[src/rtl/atan2_pkg.sv]
// Shared constants and types for the atan2 core and the requester arbiter in front of it.
package atan2_pkg;

  localparam int unsigned ATAN2_WIDTH   = 16;
  localparam int unsigned ATAN2_LATENCY = 18;
  localparam int unsigned ATAN2_SCALE   = 8192;  // LSB per radian on the result
  localparam int unsigned ATAN2_ZFRAC   = 4;     // extra angle fraction bits inside the core
  localparam int          ATAN2_PI_Z    = 411775;  // pi * ATAN2_SCALE * 2**ATAN2_ZFRAC

  typedef struct packed {
    logic       valid;
    logic [3:0] channel;
  } atan2_tag_t;

  // atan(2**-i) in units of 1 / (ATAN2_SCALE * 2**ATAN2_ZFRAC) rad
  function automatic int atan2_step_angle(input int i);
    case (i)
      0:       return 102944;
      1:       return 60771;
      2:       return 32110;
      3:       return 16299;
      4:       return 8181;
      5:       return 4095;
      6:       return 2048;
      7:       return 1024;
      default: return (i <= 17) ? (1 << (17 - i)) : 0;
    endcase
  endfunction

endpackage

[src/rtl/atan2.sv]
// Pipelined CORDIC atan2(y, x): result in 8192 LSB/rad, exactly LATENCY registers deep, no reset.
module atan2
  import atan2_pkg::*;
#(
  parameter int unsigned WIDTH   = ATAN2_WIDTH,
  parameter int unsigned LATENCY = ATAN2_LATENCY
) (
  input  logic             clk,
  input  logic [WIDTH-1:0] sink_x,
  input  logic [WIDTH-1:0] sink_y,
  output logic [WIDTH-1:0] source
);

  localparam int unsigned NIt   = LATENCY - 2;
  localparam int unsigned XFrac = 8;
  localparam int unsigned IW    = WIDTH + XFrac + 2;  // two guard bits cover the CORDIC gain
  localparam int unsigned ZW    = WIDTH + ATAN2_ZFRAC + 1;
  localparam logic signed [ZW-1:0] PiZ = ZW'(ATAN2_PI_Z);

  logic signed [IW-1:0] x_in, y_in;
  logic signed [IW-1:0] x_q [NIt+1];
  logic signed [IW-1:0] y_q [NIt+1];
  logic signed [ZW-1:0] z_q [NIt+1];
  logic [WIDTH-1:0]     source_q;

  assign x_in = {{2{sink_x[WIDTH-1]}}, sink_x, {XFrac{1'b0}}};
  assign y_in = {{2{sink_y[WIDTH-1]}}, sink_y, {XFrac{1'b0}}};

  always_ff @(posedge clk) begin
    // Left half-plane: rotate by pi so the vectoring stages only see x >= 0.
    if (x_in[IW-1]) begin
      x_q[0] <= -x_in;
      y_q[0] <= -y_in;
      z_q[0] <= y_in[IW-1] ? -PiZ : PiZ;
    end else begin
      x_q[0] <= x_in;
      y_q[0] <= y_in;
      z_q[0] <= '0;
    end
    for (int i = 0; i < int'(NIt); i++) begin
      if (y_q[i][IW-1]) begin
        x_q[i+1] <= x_q[i] - (y_q[i] >>> i);
        y_q[i+1] <= y_q[i] + (x_q[i] >>> i);
        z_q[i+1] <= z_q[i] - ZW'(atan2_step_angle(i));
      end else begin
        x_q[i+1] <= x_q[i] + (y_q[i] >>> i);
        y_q[i+1] <= y_q[i] - (x_q[i] >>> i);
        z_q[i+1] <= z_q[i] + ZW'(atan2_step_angle(i));
      end
    end
    source_q <= WIDTH'((z_q[NIt] + ZW'(1 << (ATAN2_ZFRAC - 1))) >>> ATAN2_ZFRAC);
  end

  assign source = source_q;

endmodule

[src/rtl/rr_arbiter.sv]
// Combinational round-robin arbiter: first requester at or above ptr, wrapping modulo N.
module rr_arbiter #(
  parameter  int unsigned N    = 4,
  localparam int unsigned IdxW = $clog2(N)
) (
  input  logic [N-1:0]    req,
  input  logic [IdxW-1:0] ptr,
  output logic [N-1:0]    grant,
  output logic [IdxW-1:0] grant_idx,
  output logic            any
);

  logic [IdxW-1:0] idx;

  always_comb begin
    grant     = '0;
    grant_idx = '0;
    any       = 1'b0;
    idx       = '0;
    for (int unsigned off = 0; off < N; off++) begin
      idx = IdxW'((32'(ptr) + off) % N);
      if (!any && req[idx]) begin
        any        = 1'b1;
        grant[idx] = 1'b1;
        grant_idx  = idx;
      end
    end
  end

endmodule

[src/rtl/atan2_arbiter.sv]
// Round-robin sharing of one atan2 core between N_REQ requesters, results tagged by channel.
// Define ATAN2_ARB_STATS_EN to add per-channel grant counters and an idle-cycle counter.
module atan2_arbiter
  import atan2_pkg::*;
#(
  parameter  int unsigned WIDTH   = ATAN2_WIDTH,
  parameter  int unsigned N_REQ   = 4,
  parameter  int unsigned LATENCY = ATAN2_LATENCY,
  localparam int unsigned CW      = $clog2(N_REQ)
) (
  input  logic                        clk,
  input  logic                        reset_n,
  input  logic [N_REQ-1:0][WIDTH-1:0] sink_x,
  input  logic [N_REQ-1:0][WIDTH-1:0] sink_y,
  input  logic [N_REQ-1:0]            sink_valid,
  output logic [N_REQ-1:0]            sink_ready,
  output logic [WIDTH-1:0]            source,
  output logic                        source_valid,
`ifdef ATAN2_ARB_STATS_EN
  output logic [N_REQ-1:0][31:0]      grant_count,
  output logic [31:0]                 idle_count,
`endif
  output logic [CW-1:0]               source_channel
);

  logic [CW-1:0]    rr_ptr_q, rr_ptr_d;
  logic [N_REQ-1:0] grant;
  logic [CW-1:0]    grant_idx;
  logic             grant_any, xfer;

  logic [WIDTH-1:0] issue_x_q, issue_x_d, issue_y_q, issue_y_d;
  atan2_tag_t       issue_tag_q, issue_tag_d;
  atan2_tag_t       tag_q [LATENCY];
  logic [WIDTH-1:0] core_phase;

  logic [WIDTH-1:0] source_q;
  logic             source_valid_q;
  logic [CW-1:0]    source_channel_q;

  rr_arbiter #(
    .N(N_REQ)
  ) u_rr_arbiter (
    .req      (sink_valid),
    .ptr      (rr_ptr_q),
    .grant    (grant),
    .grant_idx(grant_idx),
    .any      (grant_any)
  );

  assign sink_ready = reset_n ? grant : '0;
  assign xfer       = reset_n & grant_any;

  always_comb begin
    rr_ptr_d    = rr_ptr_q;
    issue_x_d   = '0;
    issue_y_d   = '0;
    issue_tag_d = '0;
    if (xfer) begin
      rr_ptr_d            = (grant_idx == CW'(N_REQ - 1)) ? '0 : grant_idx + 1'b1;
      issue_x_d           = sink_x[grant_idx];
      issue_y_d           = sink_y[grant_idx];
      issue_tag_d.valid   = 1'b1;
      issue_tag_d.channel = 4'(grant_idx);
    end
  end

  atan2 #(
    .WIDTH  (WIDTH),
    .LATENCY(LATENCY)
  ) u_atan2 (
    .clk   (clk),
    .sink_x(issue_x_q),
    .sink_y(issue_y_q),
    .source(core_phase)
  );

  // The core has no reset, so clearing the tags is what suppresses stale results.
  always_ff @(posedge clk) begin
    if (!reset_n) begin
      rr_ptr_q         <= '0;
      issue_x_q        <= '0;
      issue_y_q        <= '0;
      issue_tag_q      <= '0;
      for (int i = 0; i < int'(LATENCY); i++) tag_q[i] <= '0;
      source_q         <= '0;
      source_valid_q   <= 1'b0;
      source_channel_q <= '0;
    end else begin
      rr_ptr_q         <= rr_ptr_d;
      issue_x_q        <= issue_x_d;
      issue_y_q        <= issue_y_d;
      issue_tag_q      <= issue_tag_d;
      tag_q[0]         <= issue_tag_q;
      for (int i = 1; i < int'(LATENCY); i++) tag_q[i] <= tag_q[i-1];
      source_q         <= core_phase;
      source_valid_q   <= tag_q[LATENCY-1].valid;
      source_channel_q <= tag_q[LATENCY-1].channel[CW-1:0];
    end
  end

  assign source         = source_q;
  assign source_valid   = source_valid_q;
  assign source_channel = source_channel_q;

`ifdef ATAN2_ARB_STATS_EN
  logic [N_REQ-1:0][31:0] grant_count_q;
  logic [31:0]            idle_count_q;

  always_ff @(posedge clk) begin
    if (!reset_n) begin
      grant_count_q <= '0;
      idle_count_q  <= '0;
    end else if (xfer) begin
      if (grant_count_q[grant_idx] != '1) begin
        grant_count_q[grant_idx] <= grant_count_q[grant_idx] + 32'd1;
      end
    end else if (idle_count_q != '1) begin
      idle_count_q <= idle_count_q + 32'd1;
    end
  end

  assign grant_count = grant_count_q;
  assign idle_count  = idle_count_q;
`endif

endmodule

[config.mk]
export PLATFORM = sky130hd
export DESIGN_NAME = atan2_arbiter
export DESIGN_NICKNAME = d
export VERILOG_FILES = /design/src/rtl/atan2_pkg.sv /design/src/rtl/atan2.sv /design/src/rtl/rr_arbiter.sv /design/src/rtl/atan2_arbiter.sv
export SDC_FILE = /design/constraint.sdc
export NUM_CORES = 2
export LEC_CHECK = 0
export BUFFER_PORTS_ARGS = -buffer_cell sky130_fd_sc_hd__clkbuf_2
export CAP_MARGIN = 10
export CORE_ASPECT_RATIO = 1.1
export CORE_UTILIZATION = 45
export DETAILED_ROUTE_END_ITERATION = 8
export PLACE_DENSITY = 0.58
export RECOVER_POWER = 50
export SYNTH_ARGS = -nofsm -noshare
export SYNTH_HDL_FRONTEND = slang
export SYNTH_SLANG_ARGS = --single-unit
[constraint.sdc]
create_clock -name clk -period 5.61 [get_ports clk]
set_clock_uncertainty 0.2 [all_clocks]
set_input_delay 0.2805 -clock clk [delete_from_list [all_inputs] [get_ports clk]]
set_output_delay 0.2805 -clock clk [all_outputs]
set_load 0.01 [all_outputs]
# == Word level (Yosys, flattened, before mapping) ==
# Memory sizes are Yosys's and may differ from the RTL's. A register that Yosys moved wholly into a read port is not among the register bits.
# Cells that the tools add are included.
# totals
mem_bits_ro,0
reg_bits,71
n_memories,4
latchBits,0
inputBits,134
elab_cells,399
ram_bits,1331
output_inout_bits,23
# classes
n_eq_ne,1
mul,0
div,0
add_sub_neg,102
bitwise_logic,73
reduce_logical,12
n_lt_le_gt_ge,9
n_mux,190
shifts,0
# memory_table
name,depth,word_bits,read_ports,rd_clocked_by_memory_dff,write_ports,line_no,source
u_atan2.x_q,17,26,16,0,17,atan2.sv:21,logic signed [IW-1:0] x_q [NIt+1];
u_atan2.y_q,17,26,16,0,17,atan2.sv:22,logic signed [IW-1:0] y_q [NIt+1];
u_atan2.z_q,17,21,17,0,17,atan2.sv:23,logic signed [ZW-1:0] z_q [NIt+1];
tag_q,18,5,18,1,18,atan2_arbiter.sv:33,atan2_tag_t tag_q [LATENCY];
# ops
operator,count
21-bit 2-to-1 mux,50
26-bit 2-to-1 mux,34
21-bit adder,16
21-bit subtractor,16
5-bit 2-to-1 mux,19
1-bit OR,69
1-bit 2-to-1 mux,65
16-bit binary-select mux with 2-bit select,2
26-bit by 11-bit adder with 26-bit output,2
26-bit by 12-bit adder with 26-bit output,2
26-bit by 13-bit adder with 26-bit output,2
26-bit by 14-bit adder with 26-bit output,2
26-bit by 15-bit adder with 26-bit output,2
26-bit by 16-bit adder with 26-bit output,2
26-bit by 17-bit adder with 26-bit output,2
26-bit by 18-bit adder with 26-bit output,2
26-bit by 19-bit adder with 26-bit output,2
26-bit by 20-bit adder with 26-bit output,2
26-bit by 21-bit adder with 26-bit output,2
26-bit by 22-bit adder with 26-bit output,2
26-bit by 23-bit adder with 26-bit output,2
26-bit by 24-bit adder with 26-bit output,2
26-bit by 25-bit adder with 26-bit output,2
24-bit negator with 26-bit output,2
33 further kinds,84

# == Longest topological paths before layout ==
# depth
word_depth,14
depth_mapped,20

# == Cells and area by module ==
# Synthesis repeated with hierarchy kept, for this count alone.
# hier_totals
cells_unflattened,8730
area_unflattened_um2,75362.3
# modules_own_cells
mod,area_per_inst_um2,n_inst,cells_per_inst,seq_area_each_um2
atan2,71198.3,1,8368,20319.5
atan2_arbiter,3744.8,1,317,2202.1
rr_arbiter,419.2,1,45,0.0

# == Worst setup path before layout ==
# Ideal clock, no wire load.
# synth_timing
path_kind,register to register
start,memory u_atan2.y_q[10][25] (netlist bit)
end,memory u_atan2.y_q[11][24] (netlist bit)
path_slack_ns,1.585
setup_time_ns,0.072
stages_incl_launch_ff,15
period_less_slack_ns,4.025
arrival_ns,3.753
path_buffers,2
required_ns,5.338
path_cell_list,dfxtp_1 clkbuf_1 clkbuf_1 mux2_2 fa_1 a21o_1 a211oi_1 o31ai_1 o31ai_2 o31ai_1 o31a_1 a41oi_1 o41ai_1 a21oi_1 xnor2_1
# synth_rtl
element,line_no
from (decl),atan2.sv:22

# == Final worst setup path ==
# layout_timing
start,register rr_ptr_q[0]
end,register issue_x_q[0]
# layout_between
elab_chain_cells,14
elab_cells_between_ends,29
# layout_rtl
element,line_no,source
from (decl),atan2_arbiter.sv:26,"logic [CW-1:0] rr_ptr_q, rr_ptr_d;"
from (signal assigned),atan2_arbiter.sv:89,rr_ptr_q <= rr_ptr_d;
"parallel branches: the longest is 14 deep, another holds 2-bit by 1-bit adder with 2-bit output",--,
to (signal assigned),atan2_arbiter.sv:90,issue_x_q <= issue_x_d;
to (decl),atan2_arbiter.sv:31,"logic [WIDTH-1:0] issue_x_q, issue_x_d, issue_y_q, issue_y_d;"
# Several ways; the timed one is not identified. The select of a mux whose other input is x is not followed.
# A chain may end at the register's enable or synchronous reset.

==> reports/metrics.csv <==
metric,value,unit
Yosys reg bits,1125,
Synth Flop Type,dfxtp_1,
worst r2r dst,issue_x_q[0]$_SDFF_PN0_,
largest family of logic cells by synthesized area,compound AO/OA/AOI/OAI gates,
Netlist cell types,95,
final hold vios,0,
largest net degree at the start of global routing,81,
first-pass GRT wire length,316000,µm
maximum fanout along the worst path,62,
Setup Buffers After CTS,0,
CP Cell Sequence,inv_1 > ha_2 > mux4_2 > a21oi_1 > nor2_4 > buf_4 > a22oi_1 > dlygate4sd3_1 > a22oi_1 > dlygate4sd3_1 > and3_1 > dlygate4sd3_1,
Final TNS setup,0,ns
most numerous cell in the Yosys netlist,dfxtp_1,
remaining antenna violation count,0,
R2R depth,12,
DR vias,63185,
Total GRT Usage,0.228,
Core Rows,157,
Detailed Route Iter0 Violations,3964,
top cell type's share of synthesized area,0.298,
initial antenna violation count,4,
minimum clock period,5.33,ns
multiplexer share of the synthesized area,0.00861,
Synth warnings,0,
post-DP HPWL,155000,µm
Worst-Skew Late Latency,0.78,ns
Hold Crit Class,flop to flop,
DRC,0,
unrepaired setup endpoints after global routing,no,
Worst path slowest cell,mux4_2,
Post-Synthesis Cells,8796,
Compound-Gate Fraction of Synth Area,0.200,
Final Cycle Share,0.950,
crit start category,flop,
fmax,188,MHz
Slew HR,-0.581,
Final nets,10240,
CP max stage delay,0.60,ns
FF-to-FF Start,rr_ptr_q[0]$_SDFFE_PN0P_,
die area,0.170,mm²
Clock Path Buffers,3,
Worst Path Arrival,5.81,ns
max-slew violation count,126,
Die X,393,µm
Mapped Avg Cell Area,8.59,µm²
simple-gate share of the synthesized area,0.156,
Synth Cell Area,0.0756,mm²
number of global-route vias before repair,60413,
failing checks,"capacitance limit, slew limit",
Hold Path Stages,0,
P&R area growth vs syn,12.4,%
WP data required,6.09,ns
"Top cell by count, worst path",dlygate4sd3_1,
status,"finished, violations left",
# H-tree levels,4,
layout cell share with drive strength beyond 1,0.0527,
GRT Residual Overflow,0,
Worst Hold End,u_atan2.z_q[7][7]$_DFF_P_,
worst-margin pin slew,2.37,ns
Worst R2R Setup Slack,0.28,ns
crit path kind,flop to flop,
final setup fails,0,
Vias/cell,5.52,
core footprint,0.167,mm²
total CTS buffers,131,
"Seq/Total Area, Yosys",0.298,
post-synthesis async set-or-reset flop share,0,
min-delay src,u_atan2.z_q[6][7]$_DFF_P_,
CTS tree,yes,
Root Buffer,clkbuf_16,
IO Port Bufs,156,
XOR/XNOR share of the synthesized area,0.138,
top post-synthesis cells by area,"dfxtp_1, ha_1, xnor2_1",
initial core utilization,0.454,
max cap viols,2,
routed wire length,197000,µm
Die Span Y,432,µm
"Clk pin slew, worst setup/hold paths",0.06,ns
post-synth top area cell,dfxtp_1,
number of synthesized flops with an enable pin,0,
DR WL/cell,17.2,µm
Synth Area in Adders,0.167,
clock sinks,1125,
top post-synthesis cells by count,"dfxtp_1, ha_1, nor2_1",
I/O pin cnt,157,
Fillers,15955,
Critical Path Sink Type,flop,
GP Congestion,0.935,
drt pass-1 iters,6,
==> cells in the final DEF, fill, tap and decap left out, types with 102 or more instances in the layout <==
master	n
dfxtp_1	1124
and3_1	139
a22oi_1	102
inv_1	476
nand2_1	388
a21oi_1	788
o21ai_0	407
nand3_1	126
xnor2_1	815
clkbuf_16	133
ha_1	942
nor3_1	257
xor2_1	379
clkbuf_2	137
nor2b_1	157
o21a_1	115
nor2_1	831
dlygate4sd3_1	154
a21o_1	254
==> per-stage QoR <==
stage | worst slack, ns | hold slack (ns) | instance area [µm²] | util | instances
after floorplan | 1.58 | 0.110 | 75600 | - | 8797
after global placement | 1.16 | 0.111 | 78900 | 0.474 | 11059
after detailed placement | 1.04 | 0.112 | 78900 | 0.474 | 11059
after CTS | 0.0302 | 0.0534 | 85000 | 0.510 | 11441
after global routing | 0.0789 | 0.116 | 84900 | 0.510 | 11442
final | 0.282 | 0.108 | 84900 | 0.510 | 11443
==> how the worst max path moves through the flow <==
stage / end / start / cells past startpoint
3_5_place_dp: issue_y_q[3]$_SDFF_PN0_ / rr_ptr_q[0]$_SDFFE_PN0P_ / 10
3_3_place_gp: issue_y_q[1]$_SDFF_PN0_ / rr_ptr_q[0]$_SDFFE_PN0P_ / 10
2_1_floorplan: u_atan2.y_q[11][24]$_DFF_P_ / u_atan2.y_q[10][25]$_DFF_P_ / 14
5_1_grt: issue_y_q[12]$_SDFF_PN0_ / rr_ptr_q[0]$_SDFFE_PN0P_ / 12
6_report: issue_x_q[0]$_SDFF_PN0_ / rr_ptr_q[0]$_SDFFE_PN0P_ / 12
4_1_cts: issue_y_q[1]$_SDFF_PN0_ / rr_ptr_q[0]$_SDFFE_PN0P_ / 12
==> worst max-delay path, delay by kind of cell, from the launching register on <==
| kind | cells | cell delay (ns) |
|---|---|---|
| mux | 1 | 0.60 |
| fa+ha+maj | 1 | 0.52 |
| simple gates | 2 | 0.23 |
| buf+inv | 5 | 2.38 |
| flops | 1 | 0.58 |
| compound gates | 3 | 0.67 |
==> final cells by class <==
type / instances / area [µm²] / share of cell area
Clock buffer: 164 / 3580 / 0.0422
Antenna cell: 1 / 2.50 / 0.0000295
Inverter: 478 / 1790 / 0.0211
Sequential cell: 1125 / 22500 / 0.265
Multi-Input combinational cell: 7030 / 50700 / 0.596
Timing Repair Buffer: 355 / 2590 / 0.0305
Tap cell: 2226 / 2790 / 0.0328
Clock inverter: 64 / 997 / 0.0117
==> sequential cells by signal, summed over array words and instances, names as in the netlist <==
register / cells
u_atan2.y_q: 359
u_atan2.x_q: 344
u_atan2.z_q: 296
tag_q: 54
issue_x_q: 16
issue_y_q: 16
source: 16
u_atan2.source: 16
issue_tag_q: 3
rr_ptr_q: 2
source_channel: 2
source_valid: 1
==> timing repair <==
item | 4_1_cts | 5_1_grt
gates resized for setup | 0 | 3
hold endpoints to repair | 107 | 0
setup endpoints to repair | 0 | 21
hold buffers | 154 | 0
==> layer usage <==
metal | part of all wire | vias up | GRT usage
met5 | 0 | - | 0
met4 | 0.020 | 0 | 0.0524
met1 | 0.46 | 29707 | 0.302
met3 | 0.041 | 260 | 0.0294
met2 | 0.47 | 1295 | 0.389
li1 | - | 31923 | -
==> cell families after synthesis <==
| logic type | count (synthesis) |
|---|---|
| AOI/OAI and AO/OA | 2368 |
| and+or+nand+nor | 2421 |
| muxes | 59 |
| buffers and inverters | 643 |
| adders and majority gates | 985 |
| other | 1 |
| xor gates and xnor gates | 1194 |
| DFF | 1125 |
Power is not shown: default switching activity piles up to over one toggle a cycle in this logic, so the estimate is an artifact.
